--- config.mk ---
export PLATFORM = sky130hd
export DESIGN_NAME = operand_fetch
export DESIGN_NICKNAME = d
export VERILOG_FILES = /design/src/rtl/operand_fetch.sv
export SDC_FILE = /design/constraint.sdc
export NUM_CORES = 2
export LEC_CHECK = 0
export CORE_AREA = 2 2 408 410
export DETAILED_ROUTE_END_ITERATION = 10
export DIE_AREA = 0 0 410 412
export GPL_TIMING_DRIVEN = 1
export PLACE_DENSITY = 0.5
export SYNTH_ARGS = -nofsm -noshare
export SYNTH_HDL_FRONTEND = slang
export SYNTH_SLANG_ARGS = --single-unit
--- constraint.sdc ---
create_clock -name clk -period 1.8 [get_ports clk]
set_clock_uncertainty 0.15 [all_clocks]
set_input_delay 0.45 -clock clk [delete_from_list [all_inputs] [get_ports clk]]
set_output_delay 0.45 -clock clk [all_outputs]
set_load 0.01 [all_outputs]
--- src/rtl/operand_fetch.sv ---
// Operand fetch stage: 32-entry register file with write-back bypass, operand B
// selection and a single-entry ID/EX pipeline register with valid/ready handshake.
module operand_fetch #(
    parameter int DATA_W = 32,
    parameter int REG_AW = 5
) (
    input  logic              clk,
    input  logic              rst_n,
    input  logic              in_valid,
    output logic              in_ready,
    input  logic [REG_AW-1:0] rs_addr,
    input  logic [REG_AW-1:0] rt_addr,
    input  logic [REG_AW-1:0] rd_addr,
    input  logic [15:0]       imm16,
    input  logic              use_imm,
    input  logic              sign_ext,
    input  logic [4:0]        shamt_in,
    input  logic [4:0]        alu_op_in,
    input  logic              wb_en,
    input  logic [REG_AW-1:0] wb_addr,
    input  logic [DATA_W-1:0] wb_data,
    input  logic              flush,
    output logic              out_valid,
    input  logic              out_ready,
    output logic [DATA_W-1:0] opA,
    output logic [DATA_W-1:0] opB,
    output logic [5:0]        shamt,
    output logic [4:0]        ALUOp,
    output logic [REG_AW-1:0] dest_addr
);
    localparam int NUM_REGS = 1 << REG_AW;

    logic [DATA_W-1:0] regs [NUM_REGS];
    logic              wr_en;
    logic              rs_byp;
    logic              rt_byp;
    logic [DATA_W-1:0] rs_val;
    logic [DATA_W-1:0] rt_val;
    logic [DATA_W-1:0] ext_imm;
    logic [DATA_W-1:0] opb_next;
    logic              load;

    logic              valid_reg;
    logic [DATA_W-1:0] opa_reg;
    logic [DATA_W-1:0] opb_reg;
    logic [5:0]        shamt_reg;
    logic [4:0]        alu_op_reg;
    logic [REG_AW-1:0] dest_reg;

    // Register 0 is never written (wr_en excludes it), so it stays at its reset value of 0.
    assign wr_en = wb_en && (wb_addr != '0);

    generate
        for (genvar gi = 0; gi < NUM_REGS; gi++) begin : g_reg
            always_ff @(posedge clk or negedge rst_n) begin
                if (!rst_n) begin
                    regs[gi] <= '0;
                end else if (wr_en && (wb_addr == REG_AW'(gi))) begin
                    regs[gi] <= wb_data;
                end
            end
        end
    endgenerate

    assign rs_byp = wr_en && (wb_addr == rs_addr);
    assign rt_byp = wr_en && (wb_addr == rt_addr);
    assign rs_val = rs_byp ? wb_data : regs[rs_addr];
    assign rt_val = rt_byp ? wb_data : regs[rt_addr];

    assign ext_imm  = sign_ext ? {{(DATA_W-16){imm16[15]}}, imm16}
                               : {{(DATA_W-16){1'b0}}, imm16};
    assign opb_next = use_imm ? ext_imm : rt_val;

    assign in_ready = !valid_reg || out_ready;
    assign load     = in_valid && in_ready;

    // Flush beats load: a load in the flush cycle belongs to the killed path.
    always_ff @(posedge clk or negedge rst_n) begin
        if (!rst_n) begin
            valid_reg  <= 1'b0;
            opa_reg    <= '0;
            opb_reg    <= '0;
            shamt_reg  <= '0;
            alu_op_reg <= '0;
            dest_reg   <= '0;
        end else if (flush) begin
            valid_reg <= 1'b0;
        end else if (load) begin
            valid_reg  <= 1'b1;
            opa_reg    <= rs_val;
            opb_reg    <= opb_next;
            shamt_reg  <= {1'b0, shamt_in};
            alu_op_reg <= alu_op_in;
            dest_reg   <= rd_addr;
        end else if (valid_reg && out_ready && !in_valid) begin
            valid_reg <= 1'b0;
        end
    end

    assign out_valid = valid_reg;
    assign opA       = opa_reg;
    assign opB       = opb_reg;
    assign shamt     = shamt_reg;
    assign ALUOp     = alu_op_reg;
    assign dest_addr = dest_reg;
endmodule
==> qor.yml <==
r2r_end: "opA[20]"
final.period_utilization_pct: 121
hpwl_mm: 149
antenna_found_initial: 6
synthXorXnorAreaFrac_pct: 0.153
drv_cap: 0
clockPowerShare_pct: 34.2
tritoncts: "done"
path_max_fanout: 5
power_frac_comb_pct: 24.9
fillers: 14300
total_power_uw: 80800
slowest_stage: "dfrtp_1"
ant_nets: 0
cp.required_ns: 2.36
drt-total-wl_mm: 220
violations: "negative setup slack"
crit_chain: "nor2b_4 > inv_2 > buf_6 > nand3b_1 > buf_12 > a31oi_4 > nor2b_4 > buf_6 > buf_6 > nand2_2 > o211ai_1"
start_util_pct: 34.8
period_needed_ns: 2.17
finalNetCount: 4872
crit_type: "flop to flop"
power.density_nw_per_um2: 1040
intPower_uw: 58300
seq_area_frac_synth_pct: 48.3
tightest_slew_ns: 0.972
syn_inst: 3846
instances_no_fill: 7084
outcome: "finished, violations left"
crit_path_end_kind: "flop"
cp.arrival_ns: 2.73
gp_congestion: 0.847
slew_violations: 0
netlist_area_um2: 57200
grt_max_degree: 88
hold_class: "input pin to flop"
dp.cells: 6748
dr_wl_met3_mm: 12.9
cts_buffers: 135
synth_top_family_by_area: "multiplexers"
drtIter0Drc: 3651
setup_slack_ns: -0.370
async_flop_share_pct: 100
track_usage_pct: 26.1
place_ws_ns: -1.37
pwr-share-seq_pct: 40.9
root_buffer: "clkbuf_16"
setup_viol: 151
p_switching_uw: 22500
maxSlewHeadroom_pct: 35.1
clkLatencyLatePin_ns: 0.80
drc: 0
avgSynthCellArea_um2: 14.9
p_sw_share_pct: 27.8
ys_seq_elements: 1104
grt_pass1_vias: 42600
vias_per_cell: 5.75
synthMuxAreaShare_pct: 40.7
highest_layer: "met5"
critPathMaxStageDelay_ns: 0.37
hold_viol_final: 0
synth-compound-area-share_pct: 4.88
die_h_um: 412
core_um2: 164000
yosys_most_used_dff: "dfrtp_1"
largest_register_ffs: 1024
wl_met2_mm: 101
rr_startpoint: "out_valid"
cts_buffer_depth: 3
crit_top_cell: "buf_6"
die_area_um2: 169000
p_leak_uw: 0.0343
reg2reg_slack_ns: -0.37
synth_edf_count: 0
drive_gt1_share_pct: 62.0
path_clk_slew_ns: 0.06
synth_warnings: 0
synth_nets: 3932
netlist-cell-type-count: 61
drt_first_pass_iters: 5
drt-met1-wl_mm: 101
reg2reg_depth: 11
vdd_ir_drop_max_mv: 1.01
synthSimpleGateAreaFrac_pct: 2.33
setup-tns-final_ns: -29.71
grt_pass1_wl_mm: 318
fmax_mhz: 461
area_delta_synth_final_pct: 35.1
top_register: "regs"
io_buffers: 166
cts.sinks: 1104
timing.critical_path.from: "out_valid"
crit_path_end: "opA[20]"
cts-htree-levels: 4
crit_path_start_kind: "flop"
wl_per_cell_um: 31.1
overflow: 0
io-pin-count: 168
vias: 40700
rows: 149
synth_fa_ha_area_share_pct: 0
rsz0062_at_grt: "true"
die-width_um: 410
[cell usage in the layout (no fill, tap or decap), types with 26 or more instances in the layout]
cell	count
dfrtp_1	1070
buf_4	788
mux2_2	773
mux4_2	477
buf_12	234
mux2_4	219
clkbuf_16	139
mux2i_1	138
o22ai_1	124
buf_6	76
clkdlybuf4s50_1	69
nand2_1	59
nor2_1	50
dfrtp_2	34
clkbuf_1	33
buf_2	33
nor2b_1	30
a222oi_1	30
clkbuf_8	30
a22oi_1	28
a221oi_1	28
a21oi_1	27
inv_1	26
[final cells by class]
class	instances	area (um2)	share of cell area, %
Multi-Input combinational cell	2278	29500	38.1
Sequential cell	1104	27700	35.8
Timing Repair Buffer	1238	12900	16.6
Clock buffer	201	3990	5.16
Tap cell	2189	2740	3.54
Clock inverter	44	492	0.636
Inverter	29	109	0.141
Antenna cell	1	2.50	0.00324
[worst max-delay path: cells and delay by family (launching register included)]
kind / cells / cell delay, ns
flops: 1 / 0.37
buf+inv: 5 / 0.58
simple gates: 4 / 0.54
compound gates: 2 / 0.40
[power by group through the flow]
stage | Clock (uW) | Combinational [uW] | Sequential, uW
after global routing | 29200 | 21400 | 33600
after global placement | 0 | 19300 | 33100
after detailed placement | 0 | 19500 | 33200
after floorplan | 0 | 11400 | 32300
after CTS | 28200 | 19900 | 32900
final | 27600 | 20100 | 33000
[routing by layer]
layer / track usage, % / vias up
met5: 0 / -
li1: - / 16900
met2: 40.7 / 1341
met1: 37.8 / 22200
met3: 4.21 / 300
met4: 6.84 / 4
[worst min path at each step]
stage | endpoint | cells past startpoint | startpoint
after floorplan | ALUOp[0] | 0 | rst_n
after global placement | regs[360] | 1 | rst_n
after detailed placement | regs[360] | 1 | rst_n
after CTS | shamt[1] | 3 | shamt_in[1]
after global routing | shamt[1] | 3 | shamt_in[1]
final | shamt[1] | 3 | shamt_in[1]
[cell families (layout without fill, tap and decap cells)]
family	Yosys count	count (layout)
compound gates	389	389
flops	1104	1104
xor+xnor	10	10
other cells	1	2
mux	1608	1608
buf+inv	464	1512
simple gates	270	270
[per-stage QoR]
stage	area (um2)	hold slack, ns	utilization, %
6_report	77300	0.0530	47.1
3_5_place_dp	71200	0.182	43.3
5_1_grt	77300	0.0501	47.1
4_1_cts	76900	0.00301	46.8
3_3_place_gp	71200	0.186	43.3
2_1_floorplan	59600	0.00441	-
[synth_stat cells, types with 9 or more instances]
library cell  instances  area share [%]
a22o_1               10            0.15
dfrtp_1            1104              48
buf_2                98            0.86
a22oi_1              41            0.54
clkbuf_1            232             1.5
mux2i_1             139             2.4
a221oi_1             44            0.67
nor3_1               15            0.13
a211oi_1             27            0.35
inv_1                28            0.18
mux4_2              477              19
buf_6                13            0.26
nor2b_1              36            0.39
nor2_1               67            0.44
o21ai_0              29            0.25
nor4_1               24            0.26
o22ai_1             132             1.4
a222oi_1             30            0.52
mux2_2              991              19
a2111oi_0             9            0.14
a21oi_1              34            0.30
nand2_1              78            0.51
o21ai_1              12            0.10
buf_1                59            0.39
buf_4                32            0.42
nand3_1               9           0.079
[repair_timing]
| item | 4_1_cts | 5_1_grt |
|---|---|---|
| pin swaps | 68 | 36 |
| resized for setup | 559 | 65 |
| hold endpoints to repair | 862 | 0 |
| gates cloned | 5 | 1 |
| setup buffers | 52 | 33 |
| hold buffers | 11 | 0 |
| setup endpoints to repair | 1043 | 241 |
No activity file was read; power rests on OpenSTA's default activity.
